$ cat src/rtl/seq_det_pkg.sv
// seq_det_pkg: shared FSM states and length-mask helper for the pattern detector
package seq_det_pkg;
   typedef enum logic [1:0] {ST_IDLE = 2'd0, ST_FILL = 2'd1, ST_RUN = 2'd2} state_t;
   function automatic logic [31:0] len_mask(input int unsigned len);
      return (len >= 32) ? '1 : (32'd1 << len) - 32'd1;
   endfunction
endpackage

$ cat src/rtl/seq_match_counter.sv
// seq_match_counter: saturating event counter with priority clear
module seq_match_counter #(
   parameter int CNT_W = 8
) (
   input  logic             clock,
   input  logic             resetn,
   input  logic             inc,
   input  logic             clr,
   output logic [CNT_W-1:0] count
);
   always_ff @(posedge clock)
      if (!resetn || clr) count <= '0;
      else if (inc && count != '1) count <= count + 1'b1;
endmodule

$ cat src/rtl/seq_pattern_detector.sv
// seq_pattern_detector: runtime-programmable serial bit-pattern detector with match counting
module seq_pattern_detector
   import seq_det_pkg::*;
#(
   parameter int MAX_LEN = 8,
   parameter int LEN_W   = 4,
   parameter int CNT_W   = 8
) (
   input  logic               clock,
   input  logic               resetn,
   input  logic               load,
   input  logic [MAX_LEN-1:0] pat_in,
   input  logic [LEN_W-1:0]   len_in,
   input  logic               overlap_in,
   input  logic               w,
   input  logic               w_valid,
   input  logic               clr_count,
   output logic               match,
   output logic               armed,
   output logic [LEN_W-1:0]   fill_level,
   output logic [CNT_W-1:0]   match_count,
   output logic               cfg_err
);
   state_t             state, state_n;
   logic [MAX_LEN-1:0] hist, hist_n, pat, pat_n, new_hist;
   logic [LEN_W-1:0]   len_r, len_n, fill_n, new_fill;
   logic               ovl, ovl_n, match_n, cfg_n, legal, accept, hit;

   assign legal    = len_in != '0 && len_in <= LEN_W'(MAX_LEN);
   assign accept   = state != ST_IDLE && w_valid && !load;
   assign new_hist = MAX_LEN'({hist, w});
   assign new_fill = (fill_level == len_r) ? fill_level : fill_level + 1'b1;
   // only the newest len bits take part in the comparison
   assign hit      = new_fill == len_r &&
                     ((32'(new_hist) ^ 32'(pat)) & len_mask(32'(len_r))) == '0;
   assign armed    = state != ST_IDLE;

   always_comb begin
      state_n = state;
      hist_n  = hist;
      fill_n  = fill_level;
      pat_n   = pat;
      len_n   = len_r;
      ovl_n   = ovl;
      cfg_n   = cfg_err;
      match_n = 1'b0;
      if (load) begin
         hist_n  = '0;
         fill_n  = '0;
         cfg_n   = !legal;
         state_n = legal ? ST_FILL : ST_IDLE;
         pat_n   = legal ? pat_in : pat;
         len_n   = legal ? len_in : len_r;
         ovl_n   = legal ? overlap_in : ovl;
      end else if (accept) begin
         match_n = hit;
         hist_n  = (hit && !ovl) ? '0 : new_hist;
         fill_n  = (hit && !ovl) ? '0 : new_fill;
         state_n = (!(hit && !ovl) && new_fill == len_r) ? ST_RUN : ST_FILL;
      end
   end

   always_ff @(posedge clock)
      if (!resetn) begin
         state      <= ST_IDLE;
         hist       <= '0;
         pat        <= '0;
         len_r      <= '0;
         ovl        <= 1'b0;
         fill_level <= '0;
         match      <= 1'b0;
         cfg_err    <= 1'b0;
      end else begin
         state      <= state_n;
         hist       <= hist_n;
         pat        <= pat_n;
         len_r      <= len_n;
         ovl        <= ovl_n;
         fill_level <= fill_n;
         match      <= match_n;
         cfg_err    <= cfg_n;
      end

   seq_match_counter #(.CNT_W(CNT_W)) u_cnt (
      .clock  (clock),
      .resetn (resetn),
      .inc    (match_n),
      .clr    (clr_count),
      .count  (match_count)
   );
endmodule

$ cat config.mk
export PLATFORM = sky130hd
export DESIGN_NAME = seq_pattern_detector
export DESIGN_NICKNAME = d
export VERILOG_FILES = /design/src/rtl/seq_det_pkg.sv /design/src/rtl/seq_match_counter.sv /design/src/rtl/seq_pattern_detector.sv
export SDC_FILE = /design/constraint.sdc
export NUM_CORES = 1
export LEC_CHECK = 0
export CORE_MARGIN = 5
export CORE_UTILIZATION = 50
export CTS_BUF_LIST = sky130_fd_sc_hd__clkbuf_2 sky130_fd_sc_hd__clkbuf_4 sky130_fd_sc_hd__clkbuf_8
export CTS_CLUSTER_SIZE = 24
export DETAILED_ROUTE_END_ITERATION = 7
export PLACE_DENSITY_LB_ADDON = 0.2
export SYNTH_ARGS = -nofsm -noshare
export SYNTH_HDL_FRONTEND = slang
export SYNTH_HIERARCHICAL = 1
export SYNTH_SLANG_ARGS = --single-unit
$ cat constraint.sdc
create_clock -name clock -period 7.6 [get_ports clock]
set_input_delay 1.52 -clock clock [delete_from_list [all_inputs] [get_ports clock]]
set_output_delay 1.52 -clock clock [all_outputs]
set_load 0.02 [all_outputs]
==> impl_metrics.ini, run 1 <==
[run_status]
outcome = finished clean

[synth]
synthSimpleGateAreaFrac_pct = 24.22
synth_edf_count = 0
synth.distinct_cells = 52
synth_compound_gate_area_share_pct = 18.50
synth_nets = 233
netlist_area_um2 = 1968
syn_inst = 211
ys_top_cells_by_area = dfxtp_1 37%, mux2i_1 7.6%, xnor2_1 5.3%
avgSynthCellArea_um2 = 9.328
synthXorXnorAreaFrac_pct = 7.565
synth_top_family_by_area = simple AND/OR/NAND/NOR gates
synthAdderAreaFrac_pct = 1.907
synth_seq_cells = 36
synth-seq-area-share_pct = 36.62
synth_top_cell_area_share_pct = 36.62
yosysWarnings = 6
synth_mux_area_share_pct = 7.629
synth-main-ff-cell = dfxtp_1
yosys.area.top_type = dfxtp_1
async_flop_share_pct = 0

[clocking]
holdBufCountCts = 0
post_cts_buffers = 0
clk_latency_ns = 0.29
cts_buffers = 5
clock-sinks = 36
post_cts_resized = 0
clockBufferDepth = 2
cts_tree = built
htreeDepth = 2
ctsRootBufferMaster = clkbuf_8
clk_transition_reported_paths_ns = 0.08

[final_layout]
drive_gt1_share_pct = 8.642
fillers = 344
multi_input_area_um2 = 1177
seqCellArea_um2 = 720.7
area_delta_synth_final_pct = 23.27
layout_commonest_cell = dfxtp_1
final_cells = 291
num_antenna_cells = 0
final_cell_mix = 36 x dfxtp_1, 33 x clkdlybuf4s50_1, 15 x mux2i_1, 15 x nor2b_1, 13 x nand2_1
nets = 264

[worst_setup_path]
path_class = in -> reg
crit_chain = clkdlybuf4s50_1 > xor2_1 > o2bb2a_4 > o221ai_2 > or3_4 > nor4_4 > and4_1 > a21oi_1 > a311oi_1
ff2ff_setup_slack_ns = 4.21
critPathMaxStageDelay_ns = 0.45
arrival_ns = 3.89
cp-end-kind = flop
worst-path-max-fanout = 7
regToRegEndpoint = u_cnt/count[7]
slowest_stage = nor4_4
crit-reg2reg-launch = len_r[3]
cp-start-kind = input pin
rr_worst_depth = 10
startpoint = w
required_ns = 7.81

[placed_design]
place.gp.congestion = 0.8294
dp_hpwl_mm = 3.049
place_inst = 283
numPortBuffers = 33

[floorplanning]
row_count = 22
initial_core_util_pct = 52.57
dieHeight_um = 72.74
io_pins = 34
core_area_um2 = 3744
die_x_um = 72.74
fp.dieArea_um2 = 5291

[timing]
fin_hold_ws_ns = 0.5039
relSlewSlack_pct = 51.66
rsz0062_at_grt = no
setup_viol = 0
setup_tns_ns = 0
drv_slew = 0
fin_crit_ns = 3.680
skew_ns = 0.005089
post-route-period-util_pct = 48.42
tightest_slew_ns = 0.7234
max_freq_mhz = 271.8
hold_violations = 0

[pwr]
cellPowerDensity_nw_per_um2 = 178.4
p_leak_nw = 0.9039
ir_drop_mv = 0.1079

[routing]
drtIter0Drc = 71
ant_nets = 0
drc_errors = 0
first_pass_iters = 4
vias = 1613
avgRoutedWirePerCell_um = 14.16
vias_per_cell = 5.543
wl_mm = 4.120

[hold_path]
hold_class = reg -> reg
min-delay-start = state[1]
worstHoldEndpoint = state[1]
worstHoldPathCells = 2

[global_routing]
antenna_found_initial = 0
grt_pass1_vias = 1448
grt_max_degree = 21
track_usage_pct = 16.65
overflow = 0
grt_pass1_wl_mm = 6.824

[run]
max_cap_violations = 0
[layout make-up]
| cell class | count | area share, % |
|---|---|---|
| multi-input combinational | 159 | 48.53 |
| timing repair buffer | 33 | 13.62 |
| tap | 48 | 2.475 |
| inverter | 7 | 1.083 |
| sequential | 36 | 29.71 |
| clock buffer | 5 | 2.837 |
| clock inverter | 3 | 1.753 |
[metrics by stage]
stage	total power (W)	setup WS [ns]	util [%]	instance area, um^2
4_1_cts	0.0004358	3.941	64.81	2426
3_3_place_gp	0.0002664	3.657	61.83	2315
2_1_floorplan	0.0002478	4.251	-	1968
3_5_place_dp	0.0002673	3.610	61.83	2315
5_1_grt	0.0004526	3.799	64.81	2426
6_report	0.0004327	3.920	64.81	2426
[worst max path at each step]
stage	to	slack, ns	depth (start not counted)
floorplan	u_cnt/count[5]	4.25	8
global placement	u_cnt/count[5]	3.66	9
detailed placement	u_cnt/count[7]	3.61	9
CTS	u_cnt/count[7]	3.94	9
global route	u_cnt/count[5]	3.80	9
finish	u_cnt/count[7]	3.92	9
[report_power, final]
part | switching (W) | internal (W) | total (W)
combinational | 0.0000316 | 0.0000324 | 0.0000639
clock | 0.0000729 | 0.0000971 | 0.000170
sequential | 0.00000559 | 0.000193 | 0.000199
[cells in the mapped netlist, types with 2 or more instances]
cell,instances
nor2_1,9
a21oi_1,11
nand3b_1,2
o21ai_0,9
buf_2,2
a31oi_1,4
nor2b_1,15
clkbuf_1,6
and2_1,5
nand3_1,2
o221ai_1,2
nor3_1,6
and3_1,2
and4_1,4
nand2b_1,4
xor2_1,5
nand2_1,13
inv_1,7
ha_1,3
mux2i_1,15
a22o_1,7
a211oi_2,2
dfxtp_1,36
xnor2_1,12
[critical path: cells and delay by family]
kind,cells,cell delay [ns]
AOI/OAI and AO/OA,4,0.61
buffers and inverters,1,0.43
xor gates and xnor gates,1,0.16
and+or+nand+nor,3,1.17
[sequential cells by signal, indices dropped and copies added (netlist names)]
register     count
pat              8
match            1
ovl              1
hist             7
len_r            4
u_cnt/count      8
state            2
cfg_err          1
fill_level       4
[routing by layer]
metal  vias to the layer above  wire, um  GRT usage [%]
met3                         4       188          5.372
li1                        823         -              -
met5                         -         0              0
met4                         0        26          4.918
met1                       740      1988          22.18
met2                        46      1917          25.65
[logic make-up (layout without fill, tap and decap cells)]
family          count (synthesis)  after routing
buf+inv                        16             48
mux                            15             15
simple gates                   75             75
xor+xnor                       17             17
compound gates                 49             49
fa+ha+maj                       3              3
flops                          36             36
Note: power is estimated with default switching activity, not from simulation.
==> run 2, diff against run 1 <==
--- a/config.mk
+++ b/config.mk
@@ -6,7 +6,7 @@
 export NUM_CORES = 1
 export LEC_CHECK = 0
 export CORE_MARGIN = 5
-export CORE_UTILIZATION = 50
+export CORE_UTILIZATION = 49
 export CTS_BUF_LIST = sky130_fd_sc_hd__clkbuf_2 sky130_fd_sc_hd__clkbuf_4 sky130_fd_sc_hd__clkbuf_8
 export CTS_CLUSTER_SIZE = 24
 export DETAILED_ROUTE_END_ITERATION = 7
==> constraint.sdc (replaced) <==
create_clock -name clock -period 3 [get_ports clock]
set_input_delay 0.6 -clock clock [delete_from_list [all_inputs] [get_ports clock]]
set_output_delay 0.6 -clock clock [all_outputs]
set_load 0.02 [all_outputs]
==> run 2 against run 1 <==
Non-clock buffer count grew 14. Register-to-register slack lost 4.2 ns. Sequential share of layout area shrank 1.4 points. Final area grew 5.1%. Via count grew 3.8%.
==> impl_metrics.ini, run 2 (same netlist as run 1, synthesis figures left out) <==
[run_status]
outcome = finished clean

[global_routing]
antenna_found_initial = 0
grt_max_degree = 12
grt_pass1_wl_mm = 7.010
track_usage_pct = 16.57
grt_pass1_vias = 1584
overflow = 0

[floorplanning]
row_count = 23
dieHeight_um = 73.38
die_x_um = 73.38
fp.dieArea_um2 = 5384
core_area_um2 = 3943
initial_core_util_pct = 49.92
io_pins = 34

[timing]
max_freq_mhz = 336.6
post-route-period-util_pct = 99.04
setup_viol = 0
setup_tns_ns = 0
tightest_slew_ns = 0.5527
fin_crit_ns = 2.971
hold_violations = 0
relSlewSlack_pct = 63.08
drv_slew = 0
skew_ns = 0.01016
rsz0062_at_grt = yes

[worst_setup_path]
rr_worst_depth = 10
cp-end-kind = flop
arrival_ns = 3.18
cp-start-kind = flop
worst-path-max-fanout = 7
path_class = reg -> reg
required_ns = 3.21

[final_layout]
largestRegisters = pat x8, u_cnt/count x8, hist x7
num_antenna_cells = 0
layout_commonest_cell = dfxtp_1
final_cells = 307
area_delta_synth_final_pct = 29.56
final_cell_mix = 35 x dfxtp_1, 33 x clkdlybuf4s50_1, 15 x mux2i_1, 15 x nor2b_1, 14 x buf_4
drive_gt1_share_pct = 16.34
fillers = 325
nets = 278

[clocking]
clk_transition_reported_paths_ns = 0.07
cts_tree = built
cts_buffers = 5
clock-sinks = 36
clockBufferDepth = 2
htreeDepth = 2
clk_latency_ns = 0.28
ctsRootBufferMaster = clkbuf_8

[routing]
vias = 1674
drtIter0Drc = 129
ant_nets = 0
vias_per_cell = 5.453
avgRoutedWirePerCell_um = 13.79
first_pass_iters = 4
drc_errors = 0
wl_mm = 4.234

[hold_path]
hold_class = reg -> reg
worstHoldPathCells = 1

[pwr]
cellPowerDensity_nw_per_um2 = 417.9
ir_drop_mv = 0.2957
p_leak_nw = 0.9746

[placed_design]
place.gp.congestion = 0.8361
place_inst = 296
dp_hpwl_mm = 3.157
numPortBuffers = 33

[run]
max_cap_violations = 0
## run 2: cell count changes in the layout (fill, tap and decap cells not counted), sizes merged
cell / previous run / this run
buf: 0 / 14
bufinv: 1 / 0
clkbuf: 5 / 8
clkinv: 1 / 0
clkinvlp: 1 / 0
## run 2: metrics by stage
step,total power [W],hold slack (ns),setup WS [ns],area [um^2],util (%)
after global placement,0.0006936,0.4732,0.1025,2400,60.87
final,0.001066,0.5094,0.02874,2550,64.68
after global routing,0.001118,0.5480,-0.1009,2550,64.68
after CTS,0.001063,0.5100,0.03756,2497,63.35
after detailed placement,0.0006949,0.4916,0.06513,2400,60.87
after floorplan,0.0006278,0.4634,0.06738,1968,-
## run 2: report_power, final
| group | switching (W) | leakage (nW) | internal (W) | total (W) |
|---|---|---|---|---|
| combinational | 0.0000932 | 0.630 | 0.000104 | 0.000198 |
| sequential | 0.00000814 | 0.292 | 0.000490 | 0.000498 |
| clock | 0.000165 | 0.0523 | 0.000205 | 0.000370 |
## run 2: critical path, stage by stage (launching register included)
cell and delay [ns]:
dfxtp_2 0.32, or4_4 0.56, ha_4 0.18, and2_4 0.14, o211ai_1 0.18, a21oi_2 0.09
or3_4 0.39, nor4_4 0.42, nand4_1 0.21, a211oi_2 0.20, mux2i_1 0.20
## run 2: worst paths after layout
kind            start             end  slack [ns]
min           hist[6]         hist[6]        0.51
max reg2reg  len_r[2]  u_cnt/count[5]        0.03
max          len_r[2]  u_cnt/count[5]        0.03
min reg2reg   hist[6]         hist[6]        0.51
## run 2: timing repair
item	4_1_cts	5_1_grt
endpoints found under the setup margin	0	5
hold buffers	0	0
gates resized for setup	0	8
setup buffers	0	3
## run 2: final cells by class
cell class / count / area (um^2) / area share, %
multi-input cells: 159 / 1206 / 47.30
inverters: 7 / 26.28 / 1.030
well taps: 50 / 62.56 / 2.453
flip-flops and latches: 36 / 721.9 / 28.31
clock buffers: 8 / 97.59 / 3.827
repair buffers: 47 / 435.4 / 17.08
## run 2: routing by layer
metal  vias to the layer above  GRT usage, %  share of wire, %
met5                         -             0                 0
li1                        852             -                 -
met1                       787         20.82                46
met2                        33         28.20                49
met4                         0         5.433              0.54
met3                         2         3.420               3.7
